===== config.mk =====
export PLATFORM = sky130hd
export DESIGN_NAME = reg_wb_arbiter
export DESIGN_NICKNAME = d
export VERILOG_FILES = /design/src/rtl/reg_wb_arbiter.sv
export SDC_FILE = /design/constraint.sdc
export NUM_CORES = 1
export LEC_CHECK = 0
export ABC_AREA = 1
export CORE_UTILIZATION = 31
export DETAILED_ROUTE_END_ITERATION = 7
export DONT_BUFFER_PORTS = 1
export PLACE_DENSITY = 0.44
export SKIP_CTS_REPAIR_TIMING = 1
export SLEW_MARGIN = 25
export SYNTH_ARGS = -nofsm -noshare
export SYNTH_HDL_FRONTEND = slang
export SYNTH_SLANG_ARGS = --single-unit

===== constraint.sdc =====
create_clock -name clk -period 3.85 [get_ports clk]
set_input_delay 0.77 -clock clk [delete_from_list [all_inputs] [get_ports clk]]
set_output_delay 0.77 -clock clk [all_outputs]
set_load 0.02 [all_outputs]

===== src/rtl/reg_wb_arbiter.sv =====
// Writeback arbiter: two 2-entry source queues (execute, load) share one registered
// register-file write port. Define WB_RR_EN for round-robin; default is load-first priority.
module reg_wb_arbiter #(
  parameter int ADDR_WIDTH  = 5,
  parameter int INSTR_WIDTH = 32,
  parameter int RA          = 1
) (
  input  logic                   clk,
  input  logic                   rst,
  input  logic                   alu_valid,
  output logic                   alu_ready,
  input  logic [ADDR_WIDTH-1:0]  alu_rd,
  input  logic [INSTR_WIDTH-1:0] alu_result,
  input  logic [INSTR_WIDTH-1:0] alu_pc_out,
  input  logic                   alu_isCall,
  input  logic                   ld_valid,
  output logic                   ld_ready,
  input  logic [ADDR_WIDTH-1:0]  ld_rd,
  input  logic [INSTR_WIDTH-1:0] ld_result,
  output logic                   wr_en,
  output logic [ADDR_WIDTH-1:0]  wr_addr,
  output logic [INSTR_WIDTH-1:0] wr_data,
  input  logic [ADDR_WIDTH-1:0]  pend_addr,
  output logic                   pend_hit
);

  localparam logic [ADDR_WIDTH-1:0] RA_ADDR = ADDR_WIDTH'(RA);

  // Handshake: a request transfers on a rising edge where valid && ready. ready depends
  // only on the queue being not full (and not in reset), never on a same-cycle pop.
  logic [ADDR_WIDTH-1:0]  alu_addr_q [2];
  logic [INSTR_WIDTH-1:0] alu_data_q [2];
  logic                   alu_wptr, alu_rptr;
  logic [1:0]             alu_count;
  logic [ADDR_WIDTH-1:0]  ld_addr_q [2];
  logic [INSTR_WIDTH-1:0] ld_data_q [2];
  logic                   ld_wptr, ld_rptr;
  logic [1:0]             ld_count;

  logic                   alu_push, ld_push;
  logic                   grant_alu, grant_ld, any_grant;
  logic [ADDR_WIDTH-1:0]  alu_in_addr, g_addr;
  logic [INSTR_WIDTH-1:0] alu_in_data, g_data;
  logic [1:0]             alu_vld, ld_vld;

  assign alu_ready = (alu_count != 2'd2) && !rst;
  assign ld_ready  = (ld_count != 2'd2) && !rst;
  assign alu_push  = alu_valid && alu_ready;
  assign ld_push   = ld_valid && ld_ready;

  // Calls are normalised here so the rest of the pipe only sees addr/data pairs.
  assign alu_in_addr = alu_isCall ? RA_ADDR : alu_rd;
  assign alu_in_data = alu_isCall ? alu_pc_out : alu_result;

`ifdef WB_RR_EN
  logic last_exec;

  assign grant_ld = (ld_count != 2'd0) && ((alu_count == 2'd0) || last_exec);

  always_ff @(posedge clk) begin
    if (rst) begin
      last_exec <= 1'b1;
    end else if (grant_alu) begin
      last_exec <= 1'b1;
    end else if (grant_ld) begin
      last_exec <= 1'b0;
    end
  end
`else
  assign grant_ld = (ld_count != 2'd0);
`endif

  assign grant_alu = (alu_count != 2'd0) && !grant_ld;
  assign any_grant = grant_alu || grant_ld;
  assign g_addr    = grant_ld ? ld_addr_q[ld_rptr] : alu_addr_q[alu_rptr];
  assign g_data    = grant_ld ? ld_data_q[ld_rptr] : alu_data_q[alu_rptr];

  always_ff @(posedge clk) begin
    if (rst) begin
      alu_wptr  <= 1'b0;
      alu_rptr  <= 1'b0;
      alu_count <= 2'd0;
    end else begin
      if (alu_push) begin
        alu_addr_q[alu_wptr] <= alu_in_addr;
        alu_data_q[alu_wptr] <= alu_in_data;
        alu_wptr             <= ~alu_wptr;
      end
      if (grant_alu) begin
        alu_rptr <= ~alu_rptr;
      end
      case ({alu_push, grant_alu})
        2'b10:   alu_count <= alu_count + 2'd1;
        2'b01:   alu_count <= alu_count - 2'd1;
        default: alu_count <= alu_count;
      endcase
    end
  end

  always_ff @(posedge clk) begin
    if (rst) begin
      ld_wptr  <= 1'b0;
      ld_rptr  <= 1'b0;
      ld_count <= 2'd0;
    end else begin
      if (ld_push) begin
        ld_addr_q[ld_wptr] <= ld_rd;
        ld_data_q[ld_wptr] <= ld_result;
        ld_wptr            <= ~ld_wptr;
      end
      if (grant_ld) begin
        ld_rptr <= ~ld_rptr;
      end
      case ({ld_push, grant_ld})
        2'b10:   ld_count <= ld_count + 2'd1;
        2'b01:   ld_count <= ld_count - 2'd1;
        default: ld_count <= ld_count;
      endcase
    end
  end

  // x0 entries are consumed but never reach the register file.
  always_ff @(posedge clk) begin
    if (rst) begin
      wr_en   <= 1'b0;
      wr_addr <= '0;
      wr_data <= '0;
    end else if (any_grant && (g_addr != '0)) begin
      wr_en   <= 1'b1;
      wr_addr <= g_addr;
      wr_data <= g_data;
    end else begin
      wr_en   <= 1'b0;
    end
  end

  always_comb begin
    alu_vld = 2'b00;
    ld_vld  = 2'b00;
    if (alu_count == 2'd2) alu_vld = 2'b11;
    else if (alu_count == 2'd1) alu_vld[alu_rptr] = 1'b1;
    if (ld_count == 2'd2) ld_vld = 2'b11;
    else if (ld_count == 2'd1) ld_vld[ld_rptr] = 1'b1;
  end

  always_comb begin
    pend_hit = 1'b0;
    if (!rst && (pend_addr != '0)) begin
      for (int i = 0; i < 2; i++) begin
        if (alu_vld[i] && (alu_addr_q[i] == pend_addr)) pend_hit = 1'b1;
        if (ld_vld[i] && (ld_addr_q[i] == pend_addr)) pend_hit = 1'b1;
      end
      if (wr_en && (wr_addr == pend_addr)) pend_hit = 1'b1;
    end
  end

endmodule


==> out/metrics.cfg, run 1 <==
[outcome]
run_status = complete, no violations

[floorplan]
io_pins = 157
rows = 59
start_util = 0.319
die_h_um = 167
die_w_um = 167
dieArea_um2 = 27800
core_region_area_um2 = 26400

[clocking]
ctsRootBufferMaster = clkbuf_16
clk_pin_slew_ns = 0.07
cts_tree = built
clk_latency_ns = 0.44
ctsLongestPathBuffers = 2
htree_levels = 4
numClockSinks = 196
tritoncts.num_buffers = 17

[routing]
via_count = 5649
drt-initial-drc-count = 300
final_antenna_net_count = 0
via_per_inst = 4.75
firstDrtPassIters = 4
drc = 0
wl_um = 22800
routedWlPerCell_um = 19.2

[pwr]
leakagePower_nw = 3.68
max-vdd-ir-drop_uv = 282
comb_power_share = 0.328
p_total_mw = 7.11
p_switching_mw = 2.77
pwr_density_cell_nw_per_um2 = 762
intPower_mw = 4.34
p_seq_frac = 0.420
pwr-share-clk = 0.253
switching_share = 0.389

[placement]
dpl.hpwl_um = 14900
port_buffers = 0
routabilityCongestion = 0.789
place_worst_setup_slack_ns = 0.951
dpl_cell_area_um2 = 8750
dp_cells = 1158

[synth]
syn_inst = 858
syn_nets = 982
avgSynthCellArea_um2 = 9.81
yosys_warnings = 0
synth-edff-count = 148
async_flop_share = 0
seq_area_frac_synth = 0.642
synthFlopType = edfxtp_1
synth-seq-cells = 196
ys_types = 28
syn-cell-area_um2 = 8420

[run]
drv_cap = 0

[setup_path]
cp_max_fo = 25
crit_buf_inv = 2
path_class = reg2reg
cp_slowest_cell = nor2_4
cp-start-kind = flip-flop
max_stage_delay_ns = 0.51
r2r_cells = 6
crit_family = simple AND/OR/NAND/NOR gates
worstPathArrival_ns = 2.85
cp.depth = 6
reg2reg_setup_slack_ns = 1.10
end_kind = flip-flop
worstReg2RegEnd = ld_data_q[1][7]
r2r_start = ld_count[0]
cp_cell_sequence = inv_1 > ha_1 > nor2_1 > nand2_1 > nor2_4 > buf_4
cp.required_ns = 3.94

[global_route]
grt_max_degree = 40
gr-total-overflow = 0
antenna_found_initial = 0
grt_pass1_vias = 5425
grtUsageTotal = 0.166
grt_first_pass_wirelength_um = 33600

[cells_and_area]
fin_cells = 1190
drive_above_1_share = 0.0655
final_nets = 966
fin_util = 0.354
num_antenna_cells = 0
design_area_um2 = 9330
synthToLayoutAreaGrowth_pct = 10.9

[timing]
worst_slew_pin_slew_ns = 0.812
rsz0062_at_grt = false
hold_viol = 0
setup_violations = 0
max_clock_freq_ghz = 0.363
setup_ws_ns = 1.10
setup_tns_ns = 0
clock_skew_ns = 0.0109
maxSlewViolCount = 0
timing.final.crit_share = 0.716
period_minus_slack_ns = 2.75
maxSlewHeadroom = 0.457
hold_slack_ns = 0.400

[min_path]
holdCritStartpoint = rst
holdPathEnd = alu_rptr
worst_hold_path_type = in2reg
hold_depth = 1

-- worst max path at each step --
stage / end / slack (ns) / from
after CTS: ld_data_q[1][30] / 1.04 / ld_count[0]
final: ld_data_q[1][7] / 1.10 / ld_count[0]
after detailed placement: ld_data_q[1][6] / 0.95 / rst
after floorplan: ld_addr_q[1][0] / 0.32 / rst
after global placement: ld_data_q[1][0] / 0.99 / rst
after global routing: ld_data_q[1][29] / 0.96 / ld_count[0]
-- placed cells by master (no fill, tap or decap), drive strengths merged, types with 8 or more instances in the layout --
cell type and instances:
clkbuf 21, inv 66, o22ai 33, edfxtp 148, o21ai 71, xor2 17
nor2 169, nand3 50, a21oi 14, ha 8, buf 13, nand2 174
dfxtp 48
-- final cells by class --
cell class	count	area (um2)
Fill cell	2669	17000
Sequential cell	196	5410
Multi-Input combinational cell	552	2570
Clock buffer	21	462
Tap cell	335	419
Inverter	62	235
Clock inverter	11	123
Timing Repair Buffer	13	110
-- cells by family after synthesis --
| kind of cell | synth area share |
|---|---|
| AND/OR/NAND/NOR | 0.191 |
| flip-flops | 0.642 |
| AO/OA/AOI/OAI | 0.0769 |
| buffers and inverters | 0.0559 |
| XOR/XNOR | 0.0219 |
| adder cells (fa/ha/maj) | 0.0119 |
-- power by group through the flow --
stage          combinational, mW  clock, mW  sequential [mW]
4_1_cts                     2.39       1.83             2.99
2_1_floorplan               1.75          0             2.97
5_1_grt                     2.65       1.90             3.02
3_5_place_dp                2.38          0             3.04
3_3_place_gp                2.39          0             3.04
6_report                    2.33       1.80             2.99
-- routing by layer --
| layer | GRT usage | vias up | wire [um] |
|---|---|---|---|
| met4 | 0.0386 | 0 | 162 |
| met5 | 0 | - | 0 |
| met3 | 0.0406 | 11 | 1430 |
| li1 | - | 2824 | - |
| met1 | 0.209 | 2668 | 10000 |
| met2 | 0.285 | 146 | 11200 |
-- cells in the mapped netlist, drive strengths merged (8+ instances only) --
cell,n,share of area
clkbuf,31,0.014
nand3,50,0.030
o21ai,71,0.042
a21oi,14,0.0083
edfxtp,148,0.53
nand2,174,0.078
xor2,17,0.018
nor2,169,0.077
inv,62,0.028
o22ai,33,0.025
ha,8,0.012
buf,17,0.014
dfxtp,48,0.11
-- state kept, by name, indices dropped and copies added, names as in the netlist, 2 cells and up, named ones only --
signal      flops
alu_data_q     64
ld_data_q      64
wr_data        32
alu_addr_q     10
ld_addr_q      10
wr_addr         5
alu_count       2
ld_count        2
No activity file was read; power rests on OpenSTA's default activity.
==> run 2, diff against run 1 <==
--- a/config.mk
+++ b/config.mk
@@ -9,7 +9,7 @@
 export CORE_UTILIZATION = 31
 export DETAILED_ROUTE_END_ITERATION = 7
 export DONT_BUFFER_PORTS = 1
-export PLACE_DENSITY = 0.44
+export PLACE_DENSITY = 0.45
 export SKIP_CTS_REPAIR_TIMING = 1
 export SLEW_MARGIN = 25
 export SYNTH_ARGS = -nofsm -noshare
==> constraint.sdc (replaced) <==
create_clock -name clk -period 2.5 [get_ports clk]
set_input_delay 0.5 -clock clk [delete_from_list [all_inputs] [get_ports clk]]
set_output_delay 0.5 -clock clk [all_outputs]
set_load 0.02 [all_outputs]
==> run 2 against run 1 <==
Compared with the run above: die area unchanged; cell count grew 1.3%; sequential share of layout area decreased by 0.88 points; via count increased by 2.6%; sequential cell count unchanged; design area up 1.6%; critical path type is now reg2out; largest cell class unchanged; largest power group unchanged.
==> out/metrics.cfg, run 2 (same netlist as run 1, synthesis figures left out) <==
[global_route]
gr-total-overflow = 0
grt_pass1_vias = 5691
met3_usage = 0.0409
antenna_found_initial = 0
grt-busiest-layer = met2
grt_first_pass_wirelength_um = 35700
grt_max_degree = 40
use_met1 = 0.228
grtUsageMet2 = 0.293
grtUsageTotal = 0.175

[floorplan]
start_util = 0.319
die_h_um = 167
io_pins = 157
core_region_area_um2 = 26400
die_w_um = 167
rows = 59
dieArea_um2 = 27800

[clocking]
numClockSinks = 196
clk_pin_slew_ns = 0.08
ctsLongestPathBuffers = 2
cts_tree = built
tritoncts.num_buffers = 17
clk_latency_ns = 0.44
htree_levels = 4
ctsRootBufferMaster = clkbuf_16

[placement]
port_buffers = 0
dpl.hpwl_um = 15300
routabilityCongestion = 0.766
place_worst_setup_slack_ns = 0.367
dpl_cell_area_um2 = 8880

[cells_and_area]
design_area_um2 = 9480
final_cell_mix = nand2_1, nor2_1, edfxtp_1
nFillCells = 2689
num_antenna_cells = 0
top_regs = alu_data_q (64), ld_data_q (64), wr_data (32)
final_nets = 981
fin_util = 0.360
final_common_cell = nand2_1
drive_above_1_share = 0.0862
synthToLayoutAreaGrowth_pct = 12.6

[run]
drv_cap = 0

[setup_path]
cp_max_fo = 3
path_class = reg2out
end_kind = output port
cp-start-kind = flip-flop
worstPathArrival_ns = 1.81
cp.required_ns = 2.00

[timing]
maxSlewHeadroom = 0.649
maxSlewViolCount = 0
hold_viol = 0
worst_slew_pin_slew_ns = 0.527
max_clock_freq_ghz = 0.433
setup_ws_ns = 0.189
timing.final.crit_share = 0.924
clock_skew_ns = 0.0138
period_minus_slack_ns = 2.31
setup_violations = 0
rsz0062_at_grt = false

[pwr]
max-vdd-ir-drop_uv = 443
pwr_density_cell_nw_per_um2 = 1170
leakagePower_nw = 3.76

[routing]
routedWlPerCell_um = 19.7
firstDrtPassIters = 4
final_antenna_net_count = 0
via_count = 5795
via_per_inst = 4.81
drt-initial-drc-count = 257
drc = 0
wl_um = 23700

[outcome]
run_status = complete, no violations

[min_path]
worst_hold_path_type = in2reg

==> run 2: report_power, final <==
group | total [mW] | switching, mW | leakage, nW | internal [mW]
combinational | 3.74 | 2.51 | 1.72 | 1.23
sequential | 4.64 | 0.618 | 1.76 | 4.02
clock | 2.72 | 1.38 | 0.280 | 1.34
total | 11.1 | 4.51 | 3.76 | 6.59
==> run 2: final timing paths <==
path	from	end	slack, ns	cells past startpoint
worst max-delay path	ld_addr_q[1][1]	pend_hit	0.19	7
worst min-delay path	rst	flip-flop	0.11	1
worst max register to register	alu_count[0]	alu_data_q[1][1]	0.36	7
worst min register to register	ld_rptr	flip-flop	0.50	1
==> run 2: metrics by stage <==
step / cells / setup TNS [ns] / power (mW) / hold slack (ns)
floorplan: 858 / -11.81 / 7.27 / 0.456
finish: 1205 / 0 / 11.1 / 0.112
global placement: 1173 / 0 / 8.50 / 0.476
detailed placement: 1173 / 0 / 8.51 / 0.488
CTS: 1205 / 0 / 11.3 / 0.0996
global route: 1205 / 0 / 11.9 / 0.0939
==> run 2: final cells by class <==
class	count	area [um2]	area share
Clock buffer	17	425	0.0449
Clock inverter	15	166	0.0176
Inverter	62	235	0.0248
Multi-Input combinational cell	552	2570	0.272
Sequential cell	196	5410	0.571
Tap cell	335	419	0.0442
Timing Repair Buffer	28	248	0.0261
==> run 2: per-layer routing <==
metal  wire (um)  vias up
li1            -     2849
met1       10800     2786
met2       11500      150
met3        1250       10
met4         155        0
met5           0        -
==> run 2: critical path, cell delays in order, from the launching register on <==
cell	delay, ns
edfxtp_1	0.42
or2_2	0.31
a21oi_1	0.15
nand3_1	0.10
nand2_1	0.09
nor2_1	0.04
nor2_1	0.11
buf_4	0.16
==> run 3, diff against run 2 <==
--- a/config.mk
+++ b/config.mk
@@ -9,7 +9,7 @@
 export CORE_UTILIZATION = 31
 export DETAILED_ROUTE_END_ITERATION = 7
 export DONT_BUFFER_PORTS = 1
-export PLACE_DENSITY = 0.45
+export PLACE_DENSITY = 0.56
 export SKIP_CTS_REPAIR_TIMING = 1
 export SLEW_MARGIN = 25
 export SYNTH_ARGS = -nofsm -noshare
==> run 3 against run 2 <==
Compared with the run above: non-clock buffer count decreased by 7; worst setup slack improved by 0.030 ns; design area decreased by 0.33%; cell count shrank 0.50%; global-route usage down 0.47 points; routed wire length shrank 0.58%; sequential cell count did not move; die area did not move; first-iteration DRC count is 57% higher; power barely moved; maximum frequency is 1.3% higher; critical path type unchanged; largest cell class unchanged.
==> out/metrics.cfg, run 3 (same netlist as run 1, synthesis figures left out) <==
[outcome]
run_status = complete, no violations

[clocking]
htree_levels = 4
clk_pin_slew_ns = 0.07
ctsRootBufferMaster = clkbuf_16
tritoncts.num_buffers = 17
clk_latency_ns = 0.44
cts_tree = built
ctsLongestPathBuffers = 2
numClockSinks = 196

[floorplan]
rows = 59
die_h_um = 167
core_region_area_um2 = 26400
io_pins = 157
dieArea_um2 = 27800
start_util = 0.319
die_w_um = 167

[global_route]
grt_max_degree = 40
grt_pass1_vias = 5624
grtUsageTotal = 0.170
grt_first_pass_wirelength_um = 34500
met3_usage = 0.0409
grtUsageMet2 = 0.291
antenna_found_initial = 0
grt-busiest-layer = met2
use_met1 = 0.213
gr-total-overflow = 0

[routing]
drc = 0
via_per_inst = 4.84
firstDrtPassIters = 5
routedWlPerCell_um = 19.7
final_antenna_net_count = 0
drt-initial-drc-count = 404
wl_um = 23600
via_count = 5805

[cells_and_area]
drive_above_1_share = 0.0799
final_common_cell = nand2_1
design_area_um2 = 9450
final_nets = 975
synthToLayoutAreaGrowth_pct = 12.3
num_antenna_cells = 0
final_cell_mix = nand2_1, nor2_1, edfxtp_1
top_regs = alu_data_q (64), ld_data_q (64), wr_data (32)
nFillCells = 2621

[setup_path]
crit_family = simple AND/OR/NAND/NOR gates
cp_max_fo = 3
cp_cell_sequence = or2_2 > a21oi_1 > nand3_1 > nand2_1 > nor2_1 > nor2_2
path_class = reg2out
crit_buf_inv = 0
cp.required_ns = 2.00
end_kind = output port
max_stage_delay_ns = 0.43
worstPathArrival_ns = 1.78
cp-start-kind = flip-flop
cp_slowest_cell = edfxtp_1

[timing]
worst_slew_pin_slew_ns = 0.636
hold_viol = 0
period_minus_slack_ns = 2.28
maxSlewHeadroom = 0.575
hold_slack_ns = 0.117
clock_skew_ns = 0.0166
maxSlewViolCount = 0
rsz0062_at_grt = false
timing.final.crit_share = 0.912
max_clock_freq_ghz = 0.438
setup_violations = 0

[min_path]
worst_hold_path_type = in2reg

[pwr]
p_total_mw = 11.1
pwr_density_cell_nw_per_um2 = 1180
max-vdd-ir-drop_uv = 532
leakagePower_nw = 3.74

[run]
drv_cap = 0

[placement]
dpl_cell_area_um2 = 8830
dpl.hpwl_um = 14700
routabilityCongestion = 0.845
port_buffers = 0

[run 3: cell type report]
type | count | area [um2] | area share
Inverter | 62 | 235 | 0.0249
Multi-Input combinational cell | 553 | 2590 | 0.274
Timing Repair Buffer | 21 | 195 | 0.0207
Clock inverter | 12 | 133 | 0.0140
Sequential cell | 196 | 5410 | 0.572
Tap cell | 335 | 419 | 0.0444
Clock buffer | 20 | 468 | 0.0495
[run 3: layer usage]
metal / part of all wire / up-vias
met1: 0.43 / 2740
met5: 0 / -
met3: 0.060 / 25
li1: - / 2848
met2: 0.49 / 192
met4: 0.016 / 0
[run 3: path summary, 6_finish.rpt]
kind | slack [ns] | from | endpoint | cells past startpoint
hold reg to reg | 0.50 | ld_rptr | flip-flop | 1
setup reg to reg | 0.34 | ld_count[0] | wr_data[1] | 10
setup / recovery | 0.22 | ld_addr_q[1][1] | pend_hit | 6
hold / removal | 0.12 | rst | flip-flop | 1
[run 3: through the flow]
step	util	cells	worst slack [ns]	setup TNS, ns
2_1_floorplan	-	858	-0.169	-11.81
3_3_place_gp	0.335	1166	0.306	0
3_5_place_dp	0.335	1166	0.175	0
4_1_cts	0.358	1198	0.0762	0
5_1_grt	0.358	1199	0.103	0
6_report	0.358	1199	0.219	0
[run 3: power breakdown]
part	internal [mW]	switching, mW
clock network	1.50	1.27
registers	4.02	0.653
logic	1.18	2.49
total	6.69	4.41
